===== src/rtl/float_to_fixed.sv =====
// float_to_fixed: iterative IEEE single to 32-bit fixed converter, trunc(value * 2^-scale),
// one logical right shift of the mantissa per clock.
module float_to_fixed #(
   parameter int BIAS = 127
) (
   input  logic        clk,
   input  logic        rst,
   input  logic        start,
   input  logic [31:0] float_in,
   input  logic [7:0]  scale_in,
   output logic        busy,
   output logic        done,
   output logic [31:0] fixed_out,
   output logic        ovf,
   output logic        invalid
);
   typedef enum logic {IDLE, SHIFT} state_t;
   state_t      state_q, state_d;
   logic        sign_q, sign_d;
   logic [31:0] mag_q, mag_d;
   logic [4:0]  cnt_q, cnt_d;
   logic        sp_q, sp_d, spz_q, spz_d, spo_q, spo_d, spi_q, spi_d;
   logic [31:0] fix_q, fix_d;
   logic        ovf_q, ovf_d, inv_q, inv_d, done_q, done_d;
   logic [7:0]  ex;
   logic [22:0] fr;
   logic [9:0]  e;
   logic        exp_z, exp_m, nan, under, in_rng, exact;
   assign ex     = float_in[30:23];
   assign fr     = float_in[22:0];
   assign e      = {2'b0, ex} - 10'(BIAS) - {{2{scale_in[7]}}, scale_in};
   assign exp_z  = ex == 8'd0;
   assign exp_m  = ex == 8'hFF;
   assign nan    = exp_m && fr != 23'd0;
   assign under  = exp_z || (!exp_m && e[9]);
   assign in_rng = !exp_z && !exp_m && !e[9] && e <= 10'd30;
   // -2^31 is representable, so it saturates to the same value without flagging overflow
   assign exact  = !exp_m && float_in[31] && e == 10'd31 && fr == 23'd0;
   always_comb begin
      state_d = state_q;
      sign_d  = sign_q;
      mag_d   = mag_q;
      cnt_d   = cnt_q;
      sp_d    = sp_q;
      spz_d   = spz_q;
      spo_d   = spo_q;
      spi_d   = spi_q;
      fix_d   = fix_q;
      ovf_d   = ovf_q;
      inv_d   = inv_q;
      done_d  = 1'b0;
      if (state_q == IDLE) begin
         if (start) begin
            state_d = SHIFT;
            sign_d  = float_in[31];
            mag_d   = {1'b1, fr, 8'b0};
            cnt_d   = in_rng ? 5'(10'd31 - e) : 5'd0;
            sp_d    = !in_rng;
            spz_d   = exp_z || nan || under;
            spo_d   = !(exp_z || nan || under || exact);
            spi_d   = nan;
         end
      end else if (cnt_q != 5'd0) begin
         mag_d = mag_q >> 1;
         cnt_d = cnt_q - 5'd1;
      end else begin
         state_d = IDLE;
         done_d  = 1'b1;
         fix_d   = !sp_q ? (sign_q ? ~mag_q + 32'd1 : mag_q) :
                   spz_q ? 32'd0 : (sign_q ? 32'h8000_0000 : 32'h7FFF_FFFF);
         ovf_d   = sp_q && spo_q;
         inv_d   = sp_q && spi_q;
      end
   end
   always_ff @(posedge clk) begin
      if (rst) begin
         state_q <= IDLE;
         sign_q  <= 1'b0;
         mag_q   <= '0;
         cnt_q   <= '0;
         sp_q    <= 1'b0;
         spz_q   <= 1'b0;
         spo_q   <= 1'b0;
         spi_q   <= 1'b0;
         fix_q   <= '0;
         ovf_q   <= 1'b0;
         inv_q   <= 1'b0;
         done_q  <= 1'b0;
      end else begin
         state_q <= state_d;
         sign_q  <= sign_d;
         mag_q   <= mag_d;
         cnt_q   <= cnt_d;
         sp_q    <= sp_d;
         spz_q   <= spz_d;
         spo_q   <= spo_d;
         spi_q   <= spi_d;
         fix_q   <= fix_d;
         ovf_q   <= ovf_d;
         inv_q   <= inv_d;
         done_q  <= done_d;
      end
   end
   assign busy      = state_q == SHIFT;
   assign done      = done_q;
   assign fixed_out = fix_q;
   assign ovf       = ovf_q;
   assign invalid   = inv_q;
endmodule


===== config.mk =====
export PLATFORM = sky130hd
export DESIGN_NAME = float_to_fixed
export DESIGN_NICKNAME = d
export VERILOG_FILES = /design/src/rtl/float_to_fixed.sv
export SDC_FILE = /design/constraint.sdc
export NUM_CORES = 1
export LEC_CHECK = 0
export BUFFER_PORTS_ARGS = -buffer_cell sky130_fd_sc_hd__buf_2
export CAP_MARGIN = 20
export CELL_PAD_IN_SITES_DETAIL_PLACEMENT = 1
export CELL_PAD_IN_SITES_GLOBAL_PLACEMENT = 1
export CORE_MARGIN = 8
export CORE_UTILIZATION = 45
export CTS_CLUSTER_SIZE = 8
export DETAILED_ROUTE_END_ITERATION = 6
export PLACE_DENSITY_LB_ADDON = 0.1
export SYNTH_ARGS = -nofsm -noshare
export SYNTH_HDL_FRONTEND = slang
export SYNTH_SLANG_ARGS = --single-unit

===== constraint.sdc =====
create_clock -name clk -period 8.16 [get_ports clk]
set_input_delay 1.224 -clock clk [delete_from_list [all_inputs] [get_ports clk]]
set_output_delay 1.224 -clock clk [all_outputs]
set_load 0.005 [all_outputs]

==> impl_summary.log, run 1 <==
INFO  metric result_of_the_run = completed
INFO  metric grt_pass1_vias = 4644
INFO  metric tritoncts = built
INFO  metric clockRootBuffer = clkbuf_8
INFO  metric post-route-min-period = about 3.7 ns
INFO  metric design.portCount = 79
INFO  metric setup_tns = 0 ns
INFO  metric grt_max_degree = 80
INFO  metric total_power = 1.11 mW
INFO  metric transition_time_of_the_tightest_slew_check_pin = ~0.98 ns
INFO  metric power_per_cell_area = 209 mW/mm^2
INFO  metric fin_ws = 4.50 ns
INFO  metric worst_path_max_delay_cell = ha_1
INFO  metric cp_data_arrival_time = 3.91 ns
INFO  metric post_cts_resized = 0
INFO  metric number_of_distinct_standard_cells_referenced_by_the_synthesized_netlist = 61
INFO  metric starting_utilization_of_the_core_area = 45.8%
INFO  metric routed-via-count = approximately 4400
INFO  metric total_of_fill_cells_in_the_finished_design = 1274
INFO  metric most-common-layout-cells = nor2_1, dfxtp_1, buf_2
INFO  metric grt.overflow.total = 0
INFO  metric setup_clock_skew_after_layout = between 0.01 and 0.015 ns
INFO  metric post-cts-setup-buffer-count = 0
INFO  metric areaGrowthSynthToFinish = 13.9%
INFO  metric crit_buf_inv = 1
INFO  metric ctsLongestPathBuffers = 2
INFO  metric syn-cell-area = 0.00468 mm^2
INFO  metric cts.sinks = ~80
INFO  metric finalHoldViolations = 0
INFO  metric rows = 37
INFO  metric synth_area_per_cell = around 8 um^2
INFO  metric report.final.slew_viol_count = 0
INFO  metric worstPathMaxFanout = 7
INFO  metric number_of_synthesized_flops_with_an_enable_pin = 0
INFO  metric critical_path.top_delay_family = compound AO/OA/AOI/OAI gates
INFO  metric post_route_cells_drive_above_1_share = 18.3%
INFO  metric ys.warnings.count = 0
INFO  metric detail_route.drc_violations = 0
INFO  metric critPathLaunchType = input pin
INFO  metric post-route-period-util = 44.9%
INFO  metric syn_inst = 573
INFO  metric ys_seq_area_share = roughly a third
INFO  metric end_kind = register
INFO  metric clkTransAtPathRegs = 0.08 ns
INFO  metric chipWidth = 118 um
INFO  metric port-buffer-count = 78
INFO  metric core_area = 0.0102 mm^2
INFO  metric criticalPathCategory = in2reg
INFO  metric grt_pass1_wl = 23100 um
INFO  metric length_of_the_first_detailed_routing_pass_in_iterations = 4
INFO  metric ir_worst_vdd = 91.9 uV
INFO  metric avgRoutedWirePerCell = 17.4 um
INFO  metric die_height = 118 um
INFO  metric p_leak = 2.13 nW
INFO  metric route.detailed.vias_per_inst = 5.73
INFO  metric num-nets-final = 687
INFO  metric setup_viol = 0
INFO  metric async_reset_ff_share = 0%
INFO  metric yosys_most_used_dff = dfxtp_1
INFO  metric postCtsHoldBufs = 0
INFO  metric dieArea = approximately 0.014 mm^2
INFO  metric grt_antenna_before_repair = 0
INFO  metric dr.first_iter.drc_count = 201
INFO  metric cts_made_buffers = 9
INFO  metric preCtsSetupSlack = about 4.1 ns
INFO  metric mappedNetlistNets = between 600 and 700
INFO  metric whs = 0.468 ns
INFO  metric number_of_synthesized_register_bits = 78
INFO  metric finalWeightedCongestion = just over 0.8
INFO  metric cp_data_required_time = 8.40 ns
INFO  metric htree_num_levels = 3
INFO  metric crit_path_cell_trace = buf_2 -> ha_1 -> and3_1 -> xor2_1 -> ha_1 -> o21ai_0 -> a21boi_0 -> o22ai_1 -> xor2_1 -> nand4_1 -> a2111oi_2
INFO  metric grt_util_all_layers = 19.7%
INFO  metric cp_slowest_stage_delay = 0.37 ns
INFO  metric hp-class = reg2reg
INFO  metric detailed_place_hpwl = 9980 um
INFO  metric routed_wl = about 13000 um
INFO  metric antenna_left = 0
INFO  metric grt_setup_unrepaired = false
INFO  metric max_freq = 0.273 GHz
INFO  metric clock_insertion_delay_worst_skew = between 0.3 and 0.4 ns
INFO  metric timing.slew.headroom = between 30% and 40%
INFO  metric layout_commonest_cell = nor2_1
INFO  metric maxCapViolations = 0
INFO  metric n_antenna_cell = 0
==> per-layer routing <==
layer	GRT usage, %	wire (um)
met3	3.93	520
met5	0	0
met2	32.5	6190
met4	5.36	121
met1	25.4	6530
==> sequential cells by signal, summed over array words and instances, names as in the netlist <==
signal	flops
fixed_out	32
mag_q	32
cnt_q	5
busy	1
done	1
invalid	1
ovf	1
sign_q	1
sp_q	1
spi_q	1
spo_q	1
spz_q	1
==> final timing paths <==
check | startpoint | to | slack (ns) | cells past startpoint
setup / recovery | float_in[23] | cnt_q[2]$_SDFFE_PP0P_ | 4.50 | 11
hold / removal | invalid$_SDFFE_PP0P_ | invalid$_SDFFE_PP0P_ | 0.47 | 2
setup reg to reg | cnt_q[0]$_SDFFE_PP0P_ | fixed_out[23]$_SDFFE_PP0P_ | 5.26 | 7
hold reg to reg | invalid$_SDFFE_PP0P_ | invalid$_SDFFE_PP0P_ | 0.47 | 2
==> per-stage QoR <==
| stage | instance area (um^2) | cells | utilization [%] |
|---|---|---|---|
| after CTS | 5330 | 769 | 52.1 |
| after floorplan | 4680 | 573 | - |
| after global routing | 5330 | 769 | 52.1 |
| final | 5330 | 769 | 52.1 |
| after detailed placement | 5120 | 754 | 50.1 |
| after global placement | 5120 | 754 | 50.1 |
==> report_power, final <==
part | leakage, nW | switching [mW] | internal, mW
registers | 0.640 | 0.0513 | 0.426
logic | 1.38 | 0.195 | 0.137
clock network | 0.104 | 0.140 | 0.164
total | 2.13 | 0.387 | 0.727
==> worst reg2reg max path: stages, from the launching register on <==
cell,delay (ns)
dfxtp_1,0.34
inv_1,0.13
ha_1,0.17
nor4b_1,0.59
and2_1,0.60
o21ai_2,0.43
nor2_1,0.35
a2111oi_0,0.12
==> cell usage after synthesis, types with 4 or more instances <==
cell      count  area [um^2]
dfxtp_1      78         1560
nor2b_1       6         37.5
nor4_1        6         37.5
a211oi_1     25          188
nand2_1      37          139
o31ai_1      13         97.6
o21a_1        8         60.1
nand2b_1      6         37.5
nand3_1      17         85.1
xor2_1       15          131
nor3b_1       4         30.0
inv_1        16         60.1
xnor2_1      28          245
nor3_1       33          165
buf_2         8         40.0
o41ai_2       4         65.1
o21ai_0      20          100
mux2i_1      23          230
clkbuf_1     26         97.6
a21oi_1      41          205
nand4_1       4         25.0
nor2_1       79          297
ha_1         14          175
or3_1         5         31.3
==> final cells by class <==
cell class	instances	area, um^2	share of cell area (%)
Timing Repair Buffer	83	428	8.03
Multi-Input combinational cell	441	2900	54.5
Clock buffer	12	165	3.10
Inverter	16	60.1	1.13
Tap cell	136	170	3.19
Sequential cell	78	1560	29.3
Clock inverter	3	42.5	0.798
==> cells by family after synthesis <==
group | Yosys count | synth area share, %
AND/OR/NAND/NOR | 216 | 23.2
AO/OA/AOI/OAI | 144 | 21.6
flip-flops | 78 | 33.4
buffers and inverters | 54 | 4.70
XOR/XNOR | 43 | 8.04
multiplexers | 23 | 4.92
adder cells (fa/ha/maj) | 15 | 4.17
Note: power is estimated with default switching activity, not from simulation.
==> inputs of run 2 (changes only) <==
--- a/config.mk
+++ b/config.mk
@@ -10,7 +10,7 @@
 export CELL_PAD_IN_SITES_DETAIL_PLACEMENT = 1
 export CELL_PAD_IN_SITES_GLOBAL_PLACEMENT = 1
 export CORE_MARGIN = 8
-export CORE_UTILIZATION = 45
+export CORE_UTILIZATION = 42
 export CTS_CLUSTER_SIZE = 8
 export DETAILED_ROUTE_END_ITERATION = 6
 export PLACE_DENSITY_LB_ADDON = 0.1
==> constraint.sdc (replaced) <==
create_clock -name clk -period 3.5 [get_ports clk]
set_input_delay 0.525 -clock clk [delete_from_list [all_inputs] [get_ports clk]]
set_output_delay 0.525 -clock clk [all_outputs]
set_load 0.005 [all_outputs]
==> impl_summary.log, run 2 (synthesis gave the netlist of run 1 again) <==
INFO  metric post_route_cells_drive_above_1_share = 18.7% (+0.36 points)
INFO  metric length_of_the_first_detailed_routing_pass_in_iterations = 4 (unchanged)
INFO  metric report.final.slew_viol_count = 0 (unchanged)
INFO  metric tritoncts = built
INFO  metric worstPathMaxFanout = 7 (unchanged)
INFO  metric grt.overflow.total = 0 (unchanged)
INFO  metric critPathLaunch = float_in[23]
INFO  metric critical_path.reg2reg.endpoint = fixed_out[17]$_SDFFE_PP0P_
INFO  metric grt_util_all_layers = 18.4% (-1.2 points)
INFO  metric die_height = 122 um (+3.0%)
INFO  metric setup_tns = 0 ns (unchanged)
INFO  metric stdcell_count = 777 (+1.0%)
INFO  metric post-route-period-util = 85.4%
INFO  metric fin_ws = 0.510 ns (-3.99 ns)
INFO  metric most-common-layout-cells = nor2_1, dfxtp_1, buf_2
INFO  metric final-seq-area = 0.00156 mm^2 (unchanged)
INFO  metric p_leak = 2.17 nW (+2.0%)
INFO  metric result_of_the_run = completed
INFO  metric grt_max_degree = 52 (-35%)
INFO  metric ctsLongestPathBuffers = 2 (unchanged)
INFO  metric grt_pass1_vias = 4435 (-4.5%)
INFO  metric routed_wl = 13600 um (+1.7%)
INFO  metric transition_time_of_the_tightest_slew_check_pin = 0.912 ns (-0.0708 ns)
INFO  metric detail_route.drc_violations = 0 (unchanged)
INFO  metric starting_utilization_of_the_core_area = 43.2% (-2.6 points)
INFO  metric dr.first_iter.drc_count = 190 (-5.5%)
INFO  metric r2r_setup_slack = 1.09 ns (-4.17 ns)
INFO  metric routed-via-count = 4360 (-1.0%)
INFO  metric total_power = 2.79 mW (+150%)
INFO  metric worst_path_max_delay_cell = ha_1
INFO  metric p_clk_share = 32.6% (+5.3 points)
INFO  metric rr_worst_depth = 7 (unchanged)
INFO  metric cell_area_after_placement = 0.00515 mm^2 (+0.46%)
INFO  metric cp_slowest_stage_delay = 0.41 ns (+0.04 ns)
INFO  metric core_area = 0.0108 mm^2 (+6.0%)
INFO  metric dieArea = 0.0148 mm^2 (+6.2%)
INFO  metric total_of_fill_cells_in_the_finished_design = 1400 (+9.9%)
INFO  metric pwr-share-seq = 39.8% (-3.0 points)
INFO  metric num-nets-final = 690 (+0.44%)
INFO  metric end_kind = register
INFO  metric finalWeightedCongestion = 0.838 (+4.0%)
INFO  metric clockRootBuffer = clkbuf_8
INFO  metric cts.sinks = 78 (unchanged)
INFO  metric critPathLaunchType = input pin
INFO  metric max_freq = 0.334 GHz
INFO  metric areaGrowthSynthToFinish = 15.7%
INFO  metric htree_num_levels = 3 (unchanged)
INFO  metric clock_insertion_delay_worst_skew = 0.36 ns (about the same)
INFO  metric n_antenna_cell = 0 (unchanged)
INFO  metric setup_clock_skew_after_layout = 0.0146 ns (+0.00408 ns)
INFO  metric criticalPathCategory = in2reg
INFO  metric clkTransAtPathRegs = 0.09 ns (about the same)
INFO  metric critical_path.top_delay_family = compound AO/OA/AOI/OAI gates
INFO  metric multiInputGateArea = 0.00290 mm^2 (-0.13%)
INFO  metric preCtsSetupSlack = 0.157 ns (-3.97 ns)
INFO  metric post_cts_resized = 0 (unchanged)
INFO  metric cp_data_required_time = 3.77 ns (-4.63 ns)
INFO  metric finalHoldViolations = 0 (unchanged)
INFO  metric cell_internal_pwr = 1.88 mW (+160%)
INFO  metric antenna_left = 0 (unchanged)
INFO  metric port-buffer-count = 78 (unchanged)
INFO  metric power.switching_fraction = 32.6% (-2.1 points)
INFO  metric worst_hold_startpoint = float_in[31]
INFO  metric layout_commonest_cell = nor2_1
INFO  metric hold-path-endpoint = sign_q$_SDFFE_PP0P_
INFO  metric postCtsHoldBufs = 0 (unchanged)
INFO  metric cp_data_arrival_time = 3.26 ns (-0.65 ns)
INFO  metric comb_power_share = 27.6% (-2.2 points)
INFO  metric route.detailed.vias_per_inst = 5.61 (-2.1%)
INFO  metric cts_made_buffers = 9 (unchanged)
INFO  metric chipWidth = 122 um (+3.0%)
INFO  metric crit-reg2reg-launch = cnt_q[0]$_SDFFE_PP0P_
INFO  metric hp-class = in2reg
INFO  metric avgRoutedWirePerCell = 17.5 um (+0.64%)
INFO  metric post-cts-setup-buffer-count = 0 (unchanged)
INFO  metric power_per_cell_area = 515 mW/mm^2 (+150%)
INFO  metric grt_pass1_wl = 22300 um (-3.6%)
INFO  metric crit_path_cell_trace = buf_2 -> ha_1 -> and3_1 -> xor2_1 -> ha_1 -> o21ai_0 -> nor3_1 -> o21ai_0 -> a211oi_1 -> nand4_1 -> a2111oi_2
INFO  metric design.portCount = 79 (unchanged)
INFO  metric timing.slew.headroom = 39.1% (+4.6 points)
INFO  metric post-route-min-period = between 2 and 3 ns
INFO  metric grt_antenna_before_repair = 0 (unchanged)
INFO  metric setup_viol = 0 (unchanged)
INFO  metric net-switching-power = 0.911 mW (+140%)
INFO  metric grt_setup_unrepaired = false
INFO  metric rows = 38 (+2.7%)
INFO  metric crit_buf_inv = 1 (unchanged)
INFO  metric inst_count_dp = 761 (+0.93%)
INFO  metric worst_hold_path.num_cells = 3 (+1)
INFO  metric maxCapViolations = 0 (unchanged)
INFO  metric detailed_place_hpwl = 10500 um (+5.3%)
INFO  metric layout.cell_area.non_filler = 0.00542 mm^2 (+1.6%)
INFO  metric ir_worst_vdd = 211 uV (+130%)
-- run 2: cell types whose count changed in the layout (fill, tap and decap cells not counted) --
cell / change
bufinv_16: +3
buf_4: +3
clkbuf_8: -2
o21ai_1: +1
o21ai_2: -1
-- run 2: how the worst max path moves through the flow --
stage	slack, ns	end	cells after the start
finish	0.51	cnt_q[2]$_SDFFE_PP0P_	11
global route	0.24	cnt_q[2]$_SDFFE_PP0P_	11
CTS	0.53	cnt_q[2]$_SDFFE_PP0P_	11
detailed placement	0.16	cnt_q[2]$_SDFFE_PP0P_	11
global placement	0.29	cnt_q[2]$_SDFFE_PP0P_	12
floorplan	0.61	cnt_q[2]$_SDFFE_PP0P_	11
-- run 2: metal layers --
layer  wire [um]  GRT usage (%)  vias up
li1            -              -     2183
met1        6250           22.4     2092
met2        6610           32.1       70
met3         530           3.70       15
met4         196           5.40        0
met5           0              0        -
-- run 2: through the flow --
| step | hold slack [ns] | utilization (%) |
|---|---|---|
| floorplan | 0.432 | - |
| global placement | 0.442 | 47.5 |
| detailed placement | 0.453 | 47.5 |
| CTS | 0.432 | 50.0 |
| global route | 0.421 | 50.0 |
| finish | 0.437 | 50.0 |
-- run 2: power by group through the flow --
stage / Combinational, mW / Clock (mW) / Sequential, mW
detailed placement: 0.773 / 0 / 1.13
finish: 0.771 / 0.909 / 1.11
floorplan: 0.565 / 0 / 1.10
global placement: 0.751 / 0 / 1.12
CTS: 0.780 / 0.922 / 1.11
global route: 0.862 / 0.966 / 1.13
-- run 2: layout make-up --
| cell class | instances | area share, % |
|---|---|---|
| Multi-Input combinational cell | 441 | 53.5 |
| Sequential cell | 78 | 28.8 |
| Timing Repair Buffer | 86 | 8.31 |
| Tap cell | 140 | 3.23 |
| Clock buffer | 10 | 2.54 |
| Clock inverter | 6 | 2.45 |
| Inverter | 16 | 1.11 |
-- run 2: worst register-to-register path, cell delays in order, from the launching register on --
cell	delay (ns)
dfxtp_1	0.34
inv_1	0.12
ha_1	0.16
nor4b_1	0.48
and2_1	0.49
o21a_1	0.36
o21ai_0	0.16
nor3b_1	0.17
